### config.mk
export PLATFORM = sky130hd
export DESIGN_NAME = hazard_sequencer
export DESIGN_NICKNAME = d
export VERILOG_FILES = /design/src/rtl/hazard_sequencer.sv
export SDC_FILE = /design/constraint.sdc
export NUM_CORES = 1
export LEC_CHECK = 0
export BUFFER_PORTS_ARGS = -buffer_cell sky130_fd_sc_hd__buf_4
export CORE_UTILIZATION = 46
export DETAILED_ROUTE_END_ITERATION = 8
export SLEW_MARGIN = 20
export SYNTH_ARGS = -nofsm -noshare
export SYNTH_HDL_FRONTEND = slang
export SYNTH_SLANG_ARGS = --single-unit
### constraint.sdc
create_clock -name clk -period 7.9 [get_ports clk]
set_input_delay 1.58 -clock clk [delete_from_list [all_inputs] [get_ports clk]]
set_output_delay 1.58 -clock clk [all_outputs]
set_load 0.05 [all_outputs]
### src/rtl/hazard_sequencer.sv
// Hazard-light sequencer: prescaled step pulse advancing a per-mode frame of LED
// patterns; mode requests are taken only at frame boundaries.
module hazard_sequencer #(
  parameter int TICK_DIV = 6250000
) (
  input  logic       clk,
  input  logic       reset,
  input  logic [3:0] SW,
  input  logic       hold,
  output logic [2:0] LEDR,
  output logic       step,
  output logic [1:0] mode_q
);

  localparam int CW = $clog2(8 * TICK_DIV);

  typedef enum logic [1:0] {
    CALM = 2'b00,
    R2L  = 2'b01,
    L2R  = 2'b10,
    OFF  = 2'b11
  } mode_t;

  logic [3:0]    sw_meta, sw_sync;
  logic          hold_meta, hold_sync;
  logic [CW-1:0] count_reg, count_next;
  logic [1:0]    idx_reg, idx_next;
  mode_t         mode_reg, mode_next;
  logic          step_reg, step_next;
  logic [31:0]   period;
  logic [1:0]    last_idx;
  logic          fire;

  always_ff @(posedge clk or posedge reset) begin
    if (reset) begin
      sw_meta   <= '0;
      sw_sync   <= '0;
      hold_meta <= 1'b0;
      hold_sync <= 1'b0;
    end else begin
      sw_meta   <= SW;
      sw_sync   <= sw_meta;
      hold_meta <= hold;
      hold_sync <= hold_meta;
    end
  end

  // Period follows the live speed select, so a faster speed can fire at once.
  always_comb begin
    period = 32'(TICK_DIV) << (2'd3 - sw_sync[3:2]);
    fire   = !hold_sync && (32'(count_reg) >= (period - 32'd1));
  end

  always_comb begin
    last_idx = 2'd0;
    case (mode_reg)
      CALM:    last_idx = 2'd1;
      R2L:     last_idx = 2'd2;
      L2R:     last_idx = 2'd2;
      OFF:     last_idx = 2'd0;
      default: last_idx = 2'd0;
    endcase
  end

  always_ff @(posedge clk or posedge reset) begin
    if (reset) begin
      count_reg <= '0;
      idx_reg   <= 2'd0;
      mode_reg  <= CALM;
      step_reg  <= 1'b0;
    end else begin
      count_reg <= count_next;
      idx_reg   <= idx_next;
      mode_reg  <= mode_next;
      step_reg  <= step_next;
    end
  end

  always_comb begin
    count_next = count_reg;
    idx_next   = idx_reg;
    mode_next  = mode_reg;
    step_next  = 1'b0;
    if (fire) begin
      count_next = '0;
      step_next  = 1'b1;
      if (idx_reg > last_idx) begin
        idx_next = 2'd0;
      end else if (idx_reg == last_idx) begin
        // Frame boundary: the only point where a new mode is accepted.
        idx_next  = 2'd0;
        mode_next = mode_t'(sw_sync[1:0]);
      end else begin
        idx_next = idx_reg + 2'd1;
      end
    end else if (!hold_sync) begin
      count_next = count_reg + CW'(1);
    end
  end

  always_comb begin
    LEDR = 3'b000;
    case (mode_reg)
      CALM: begin
        case (idx_reg)
          2'd0:    LEDR = 3'b101;
          2'd1:    LEDR = 3'b010;
          default: LEDR = 3'b000;
        endcase
      end
      R2L: begin
        case (idx_reg)
          2'd0:    LEDR = 3'b001;
          2'd1:    LEDR = 3'b010;
          2'd2:    LEDR = 3'b100;
          default: LEDR = 3'b000;
        endcase
      end
      L2R: begin
        case (idx_reg)
          2'd0:    LEDR = 3'b100;
          2'd1:    LEDR = 3'b010;
          2'd2:    LEDR = 3'b001;
          default: LEDR = 3'b000;
        endcase
      end
      default: LEDR = 3'b000;
    endcase
  end

  assign step   = step_reg;
  assign mode_q = mode_reg;

endmodule

# After elaboration in Yosys (flattened, before gate mapping)
# Index checks and enable logic that the tools add are counted.
# totals
regBits	41
inputBits	7
output_inout_bits	6
wordCells	39
# classes
n_addsub	4
order_cmp	2
n_eq_ne	7
shift	1
n_mux	10
bitwise_logic	1
n_reduce_logical	6
# ops
cell	n
$mux 26	2
$ge 26x32->1	1
$shl 23x2->32 const A	1
$sub 32x1->32 const B	1
$pmux 3 s3	3
$add 26x1->26 const B	1
$eq 2x2->1 const B	3
$pmux 2 s3	1
$pmux 3 s2	1
$eq 2x1->1 const B	2
$logic_not 2->1	2
$mux 2	2
$reduce_and 3->1	1
$add 2x1->2 const B	1
$eq 2x2->1	1
$gt 2x2->1	1
$ne 2x1->1 const B	1
$reduce_or 2->1	1
$sub 2x2->2 const A	1
$logic_and 1x1->1	1
$logic_not 1->1	1
$mux 1	1
$not 1->1	1

# Logic depth before layout (Yosys ltp)
# Gate-level depths: netlist (run 1).
# logic_depth
ltp_word	6
depth_mapped	14
depth_no_buf	12

# Worst setup path after synthesis (run 1)
# OpenSTA, ideal clock, no wires.
# synth_path
path_kind	register -> output
startpoint	reg mode_reg[1], in the netlist mode_q[1]
endpoint	out LEDR[1]
t_arrival_ps	2134
required_ps	6320
slack_ps	4186
stages_incl_launch_ff	4
n_path_buf	0
path_cell_list	dfrtp_1 ha_1 nor3_1 nor3b_1
# synth_via
elab_chain_len	2
word_cells_on_any_way	4
cone_classes	2 x eq/ne; 1 x mux; 1 x reduce/logical
# synth_rtl
item	line_no	text
start, declared	28	mode_t mode_reg, mode_next;
start signal, assigned	74	mode_reg <= mode_next;
$eq 2x2->1, or another cell as far along	103	case (mode_reg)
$pmux 3 s3 (*)	103	
end, declared	10	output logic [2:0] LEDR,
# Every way passes the cells marked *; elsewhere a longest branch is shown, timed or not.

# Worst setup path after layout (run 1)
# layout_path
startpoint	reg sw_sync[3]
endpoint	reg idx_reg[1]
# layout_via
elab_chain_len	5
# layout_rtl
item	line_no	text
start, declared	24	logic [3:0] sw_meta, sw_sync;
start signal, assigned	42	sw_sync <= sw_meta;
$sub 2x2->2	50	period = 32'(TICK_DIV) << (2'd3 - sw_sync[3:2]);
$shl 23x2->32	50	
$sub 32x1->32	51	fire = !hold_sync && (32'(count_reg) >= (period - 32'd1));
$ge 26x32->1	51	
$logic_and 1x1->1	51	
end signal, assigned	73	idx_reg <= idx_next;
end, declared	27	logic [1:0] idx_reg, idx_next;
# Every way passes these cells.
# A chain may end at the register's enable or synchronous reset.

==> run summary, run 1 <==
Setup path
- Critical Path Sink Type: register
- Buffers & Inverters on Critical Path: 3
- reg-to-reg critical path startpoint: sw_sync[3]
- critical path startpoint category: register
- critical path fanouts, max: 15
- master of the slowest instance on the critical path: nor2b_2
- CP arrival: 3.51 ns
- largest incremental delay on the critical path: 0.59 ns
- Worst Path Class, Setup: reg2reg
- Critical Path RT: 8.12 ns
- worst reg-to-reg path cell count: 12
- series of cell instances along the critical path: inv_1, nor2_1, inv_1, ha_1, ha_1, nand3_1, o21ai_0, a2111oi_2, o211ai_2, nor2b_2, buf_4, mux2i_1
- R2R Path End: idx_reg[1]
- Top delay family on crit path: simple AND/OR/NAND/NOR gates
- flop2flop setup slack: 4.60 ns

Min path
- start point of the worst min-delay path: hold_meta
- end point of the most critical hold path: hold_sync
- hold-critical path depth: 0
- type of the worst min-delay path: reg2reg

Finish
- leading cell type in the layout, fill and taps excluded: dfrtp_1
- max reg flops: 26
- Layout Utilization: 52.7%
- number of nets in the layout: 302
- layout cells sized above 1: 14.0%
- diode insertion count for antenna repair: 0
- leading cell types in the layout, fill and taps excluded: dfrtp_1, ha_1, nor2_1
- signed area change from the synthesized netlist to the final layout: 9.58%
- Final Instance Count excl. Fillers: 334

Place
- cell count after placement: 326
- gpl congestion: 0.785
- buffers added on ports: 12
- HPWL after detailed placement: 3270 µm

Clock network
- Clock Latency Late Sink: 0.29 ns
- clock tree buffer depth: 2
- CTS HTree Levels: 2
- # Post-CTS Setup Buffers: 0
- clk sink count: 41
- count of cells resized by post-cts repair: 0
- TritonCTS clock tree: built
- total clock buffers created by CTS: 5
- cell chosen for the clock root: clkbuf_8
- number of buffers added to fix hold violations after cts: 0
- clock edge transition at the registers on the reported setup and hold paths: 0.08 ns

Routing
- remaining design rule violation count: 0
- Pre-Repair DR Iteration Count: 4
- Via-to-Cell Ratio: 5.04
- First DRT Iteration DRCs: 48
- total wire length after detailed routing: 4390 µm
- number of vias after detailed routing: 1682
- Routed Antenna Nets: 0
- average wire per standard cell: 13.1 µm

Synth
- largest area contributor in the netlist: dfrtp_1
- synthesized area: 2450 µm²
- proportion of register bits with asynchronous set or reset after synthesis: 100%
- proportion of synthesized chip area in sequential cells: 41.8%
- synth warn: 0
- Synth top area share: 41.8%
- library cells used by synthesis: 37
- Top FF cell, synth: dfrtp_1
- cells after synthesis: 246
- per-instance average area after synthesis: 9.98 µm²
- cell types occupying the most area after synthesis: dfrtp_1, ha_1, xor2_1
- Post-synth EDFFs: 0
- number of storage elements in the synthesis netlist: 41

Timing
- unrepaired setup endpoints after global routing: no
- slew at the pin closest to its max-slew limit: 0.601 ns
- worst rel slew slack: 59.8%
- final-report hold violation count: 0
- f_max: 0.303 GHz
- part of the cycle the worst path needs: 41.7%
- endpoints failing setup: 0
- fin crit period: 3.30 ns
- max-slew violation count: 0
- Worst Clk Skew: 0.00466 ns
- total negative slack for setup checks: 0 ns

Outcome
- run status: completed

Floorplan
- overall die area: 5630 µm²
- Die Y: 75.1 µm
- boundary pin count: 13
- number of placement rows: 26
- starting density of the core: 48.1%
- width of the die: 75.1 µm
- placeable core area: 5110 µm²

Global route
- global-route wire length before repair: 7430 µm
- number of global-route vias before repair: 1576
- All-Layer GR Usage: 18.1%
- total grt overflow: 0
- pin count of the biggest net entering global routing: 42
- number of antenna violations at the first check in global routing: 0

Power
- cell leakage power: 1.31 nW
- worst vdd ir: 0.110 mV
- power density relative to cell area: 162 nW/µm²

Run
- max-cap violations: 0

[routing by layer]
layer  GRT usage, %  up-vias  wire length [µm]
li1               -      873                 -
met1           25.0      782              2210
met2           27.7       20              1980
met3           4.15        7               125
met4           6.71        0                74
met5              0        -                 0
[worst reg2reg max path: cells and delay by family, from the launching register on]
kind	cells	cell delay (ns)
DFF	1	0.40
adders and majority gates	2	0.57
muxes	1	0.20
and+or+nand+nor	3	0.88
AOI/OAI and AO/OA	3	0.65
buffers and inverters	3	0.52
[layout make-up]
class | count | area (µm²)
Fill cell | 482 | 2420
Inverter | 15 | 56.3
Tap cell | 70 | 87.6
Timing Repair Buffer | 14 | 105
Clock buffer | 6 | 72.6
Clock inverter | 2 | 10.0
Sequential cell | 41 | 1030
Multi-Input combinational cell | 186 | 1330
[metrics by stage]
stage / total power [W] / area (µm²) / setup slack [ns] / hold WS (ns)
floorplan: 0.000289 / 2460 / 4.19 / 0.331
global placement: 0.000306 / 2610 / 4.75 / 0.332
detailed placement: 0.000306 / 2610 / 4.63 / 0.335
CTS: 0.000441 / 2690 / 4.59 / 0.353
global route: 0.000457 / 2690 / 4.32 / 0.363
finish: 0.000436 / 2690 / 4.60 / 0.350
[worst max path at each step]
stage                     from    endpoint  slack, ns  cells after the start
floorplan            mode_q[1]     LEDR[1]       4.19                      3
global placement    sw_sync[2]  idx_reg[1]       4.75                     12
detailed placement  sw_sync[3]  idx_reg[1]       4.63                     12
CTS                 sw_sync[3]  idx_reg[1]       4.59                     12
global route        sw_sync[2]  idx_reg[1]       4.32                     12
finish              sw_sync[3]  idx_reg[1]       4.60                     12
[cells in the mapped netlist (all sizes together) (3+ instances only)]
cell	instances
xnor2	7
xor2	16
nor3	3
nand4	10
dfrtp	41
o21ai	7
nand2	20
a21oi	11
ha	32
nor2	37
and3	3
nor4	3
nand3	10
buf	4
and4	3
inv	15
[power breakdown]
| part | leakage [nW] | switching (W) | internal [W] |
|---|---|---|---|
| combinational | 0.724 | 0.0000300 | 0.0000265 |
| sequential | 0.537 | 0.0000208 | 0.000226 |
| clock | 0.0450 | 0.0000710 | 0.0000612 |
[cells by family after synthesis]
family / Yosys count / synth area share [%]
flip-flops: 41 / 41.8
multiplexers: 4 / 1.73
buffers and inverters: 20 / 4.18
XOR/XNOR: 23 / 8.21
AO/OA/AOI/OAI: 25 / 6.37
AND/OR/NAND/NOR: 99 / 21.1
adder cells (fa/ha/maj): 32 / 16.3
other: 2 / 0.306
No activity file was read; power rests on OpenSTA's default activity.
==> run 2: changes to the inputs <==
--- a/config.mk
+++ b/config.mk
@@ -8,6 +8,7 @@
 export BUFFER_PORTS_ARGS = -buffer_cell sky130_fd_sc_hd__buf_4
 export CORE_UTILIZATION = 46
 export DETAILED_ROUTE_END_ITERATION = 8
+export PLACE_DENSITY = 0.65
 export SLEW_MARGIN = 20
 export SYNTH_ARGS = -nofsm -noshare
 export SYNTH_HDL_FRONTEND = slang
==> constraint.sdc (replaced) <==
create_clock -name clk -period 2.7 [get_ports clk]
set_input_delay 0.54 -clock clk [delete_from_list [all_inputs] [get_ports clk]]
set_output_delay 0.54 -clock clk [all_outputs]
set_load 0.05 [all_outputs]
==> run 2 against run 1 <==
Effect of this change:
- combinational power increased to 3.2 times the previous value
- critical endpoint is now mode_q[0]
- fmax rose by 27%
- clock skew grew 0.0034 ns
- cell count up 1.8%
- flip-flop and latch count unchanged
- core utilization increased by 2.6 points
- non-clock buffer count increased by 6
- critical path type unchanged
- largest power group unchanged
- global-route usage is 0.32 points lower
- largest cell class unchanged
- critical path depth down 1
- cell area is 5.0% higher
==> run summary, run 2 (synthesized netlist as in run 1, its figures left out) <==
Setup path
- Top delay family on crit path: compound AO/OA/AOI/OAI gates
- critical path fanouts, max: 4, -11
- master of the slowest instance on the critical path: dfrtp_1
- critical path startpoint category: register
- Critical Path RT: 2.89 ns, -5.23 ns
- Worst Path Class, Setup: reg2reg
- Buffers & Inverters on Critical Path: 2, -1
- CP arrival: 2.78 ns, -0.73 ns
- series of cell instances along the critical path: inv_2, nor2_4, inv_2, ha_1, ha_4, a21oi_2, nor4_2, a2111oi_2, o211ai_2, nand4b_1, mux2_4
- Critical Path Sink Type: register
- Worst path most repeated cell: inv_2
- largest incremental delay on the critical path: 0.43 ns, -0.16 ns

Finish
- leading cell types in the layout, fill and taps excluded: dfrtp_1, ha_1, nor2_1
- number of nets in the layout: 308, +2.0%
- Design Area, Final: 2820 µm², +5.0%
- diode insertion count for antenna repair: 0, unchanged
- leading cell type in the layout, fill and taps excluded: dfrtp_1
- multi-input gate area in the final layout: 1370 µm², +2.9%
- signed area change from the synthesized netlist to the final layout: 15.0%
- sequential cell area: 1030 µm², unchanged
- layout cells sized above 1: 18.9%, +4.9 points
- max reg flops: 26, unchanged
- number of filler instances in the final layout: 467, -3.1%

Global route
- layer with the highest usage after global routing: met1
- number of antenna violations at the first check in global routing: 0, unchanged
- met1 demand-to-capacity share in global routing: 27.1%, +2.1 points
- global routing usage on met3: 4.02%, -0.13 points
- pin count of the biggest net entering global routing: 42, unchanged
- global-route wire length before repair: 7270 µm, -2.2%
- number of global-route vias before repair: 1495, -5.1%
- total grt overflow: 0, unchanged
- All-Layer GR Usage: 17.8%, -0.32 points
- met2 track demand over resource in global routing: 23.4%, -4.3 points

Clock network
- CTS HTree Levels: 2, unchanged
- clk sink count: 41, unchanged
- Clock Latency Late Sink: 0.30 ns, about the same
- TritonCTS clock tree: built
- total clock buffers created by CTS: 5, unchanged
- cell chosen for the clock root: clkbuf_8
- clock edge transition at the registers on the reported setup and hold paths: 0.08 ns, about the same
- clock tree buffer depth: 2, unchanged
- number of buffers added to fix hold violations after cts: 0, unchanged

Routing
- total wire length after detailed routing: 4410 µm, +0.41%
- remaining design rule violation count: 0, unchanged
- Routed Antenna Nets: 0, unchanged
- Pre-Repair DR Iteration Count: 4, unchanged
- average wire per standard cell: 13.0 µm, -1.4%
- number of vias after detailed routing: 1691, +0.54%
- Via-to-Cell Ratio: 4.97, -1.2%
- First DRT Iteration DRCs: 94, +96%

Place
- buffers added on ports: 12, unchanged
- placement-stage worst setup slack: 0.0257 ns, -4.61 ns
- HPWL after detailed placement: 3200 µm, -2.4%
- Placed Area: 2640 µm², +1.3%
- gpl congestion: 0.917, +17%

Timing
- Worst Clk Skew: 0.00802 ns, +0.00336 ns
- f_max: 0.385 GHz, +27%
- final setup slack of the worst path: 0.105 ns, -4.50 ns
- final-report hold violation count: 0, unchanged
- endpoints failing setup: 0, unchanged
- fin crit period: 2.60 ns, -0.700 ns
- part of the cycle the worst path needs: 96.1%, +54 points
- max-slew violation count: 0, unchanged

Run
- max-cap violations: 0, unchanged

Floorplan
- placeable core area: 5110 µm², unchanged
- boundary pin count: 13, unchanged
- overall die area: 5630 µm², unchanged
- width of the die: 75.1 µm, unchanged
- number of placement rows: 26, unchanged
- starting density of the core: 48.1%, unchanged
- Die Y: 75.1 µm, unchanged

Power
- cell leakage power: 1.36 nW, +3.8%
- power density relative to cell area: 502 nW/µm², +210%
- worst vdd ir: 0.315 mV, +190%

Min path
- type of the worst min-delay path: in2reg

Outcome
- run status: completed

==> run 2: changes by cell type in the layout (fill, tap and decap cells not counted), moves of 2 or more <==
cell,previous run,this run
buf_4,14,19
clkinv_2,2,0
inv_1,15,12
inv_2,0,3
mux2_2,2,0
mux2_4,0,2
nor2_1,28,26
==> run 2: path summary, 6_finish.rpt <==
check,start,endpoint,slack (ns),depth (start not counted)
min reg2reg,sw_meta[1],sw_sync[1],0.35,0
min,SW[3],sw_meta[3],0.35,1
max in group asynchronous,reset,count_reg[11],1.99,3
min in group asynchronous,reset,mode_q[1],0.37,3
max,sw_sync[2],mode_q[0],0.10,11
max reg2reg,sw_sync[2],mode_q[0],0.10,11
==> run 2: cell type report <==
class                           count  share of cell area, %
Clock buffer                        6                   2.92
Multi-Input combinational cell    186                   48.6
Inverter                           15                   1.99
Clock inverter                      2                   1.33
Sequential cell                    41                   36.3
Tap cell                           70                   3.10
Timing Repair Buffer               20                   5.76
==> run 2: worst reg2reg max path: cells and delay by family, from the launching register on <==
family | cells | cell delay [ns]
flops | 1 | 0.43
compound gates | 3 | 0.69
mux | 1 | 0.32
fa+ha+maj | 2 | 0.55
simple gates | 3 | 0.37
buf+inv | 2 | 0.14
==> run 2: repair_timing <==
item / 4_1_cts / 5_1_grt
endpoints found under the setup margin: 0 / 29
endpoints found under the hold margin: 0 / 0
resized for setup: 0 / 12
buffers inserted: 0 / 3
==> run 2: routing by layer <==
metal  share of wire [%]  up-vias
li1                    -      887
met1                  52      769
met2                  42       25
met3                 3.7       10
met4                 2.4        0
met5                   0        -
==> run 2: where the power goes <==
part           switching [W]  leakage, nW  internal, W
Sequential         0.0000611        0.537     0.000662
Clock               0.000213       0.0574     0.000300
Combinational      0.0000909        0.762    0.0000899
Total               0.000365         1.36      0.00105
==> run 2: per-stage QoR <==
step           setup TNS, ns  total power (W)  hold slack (ns)  utilization [%]  std cells
2_1_floorplan              0         0.000844            0.331                -        247
3_3_place_gp               0         0.000888            0.333             51.7        329
3_5_place_dp               0         0.000895            0.337             51.7        329
4_1_cts                    0          0.00142            0.336             54.1        337
5_1_grt               -0.108          0.00149            0.329             55.3        340
6_report                   0          0.00142            0.348             55.3        340
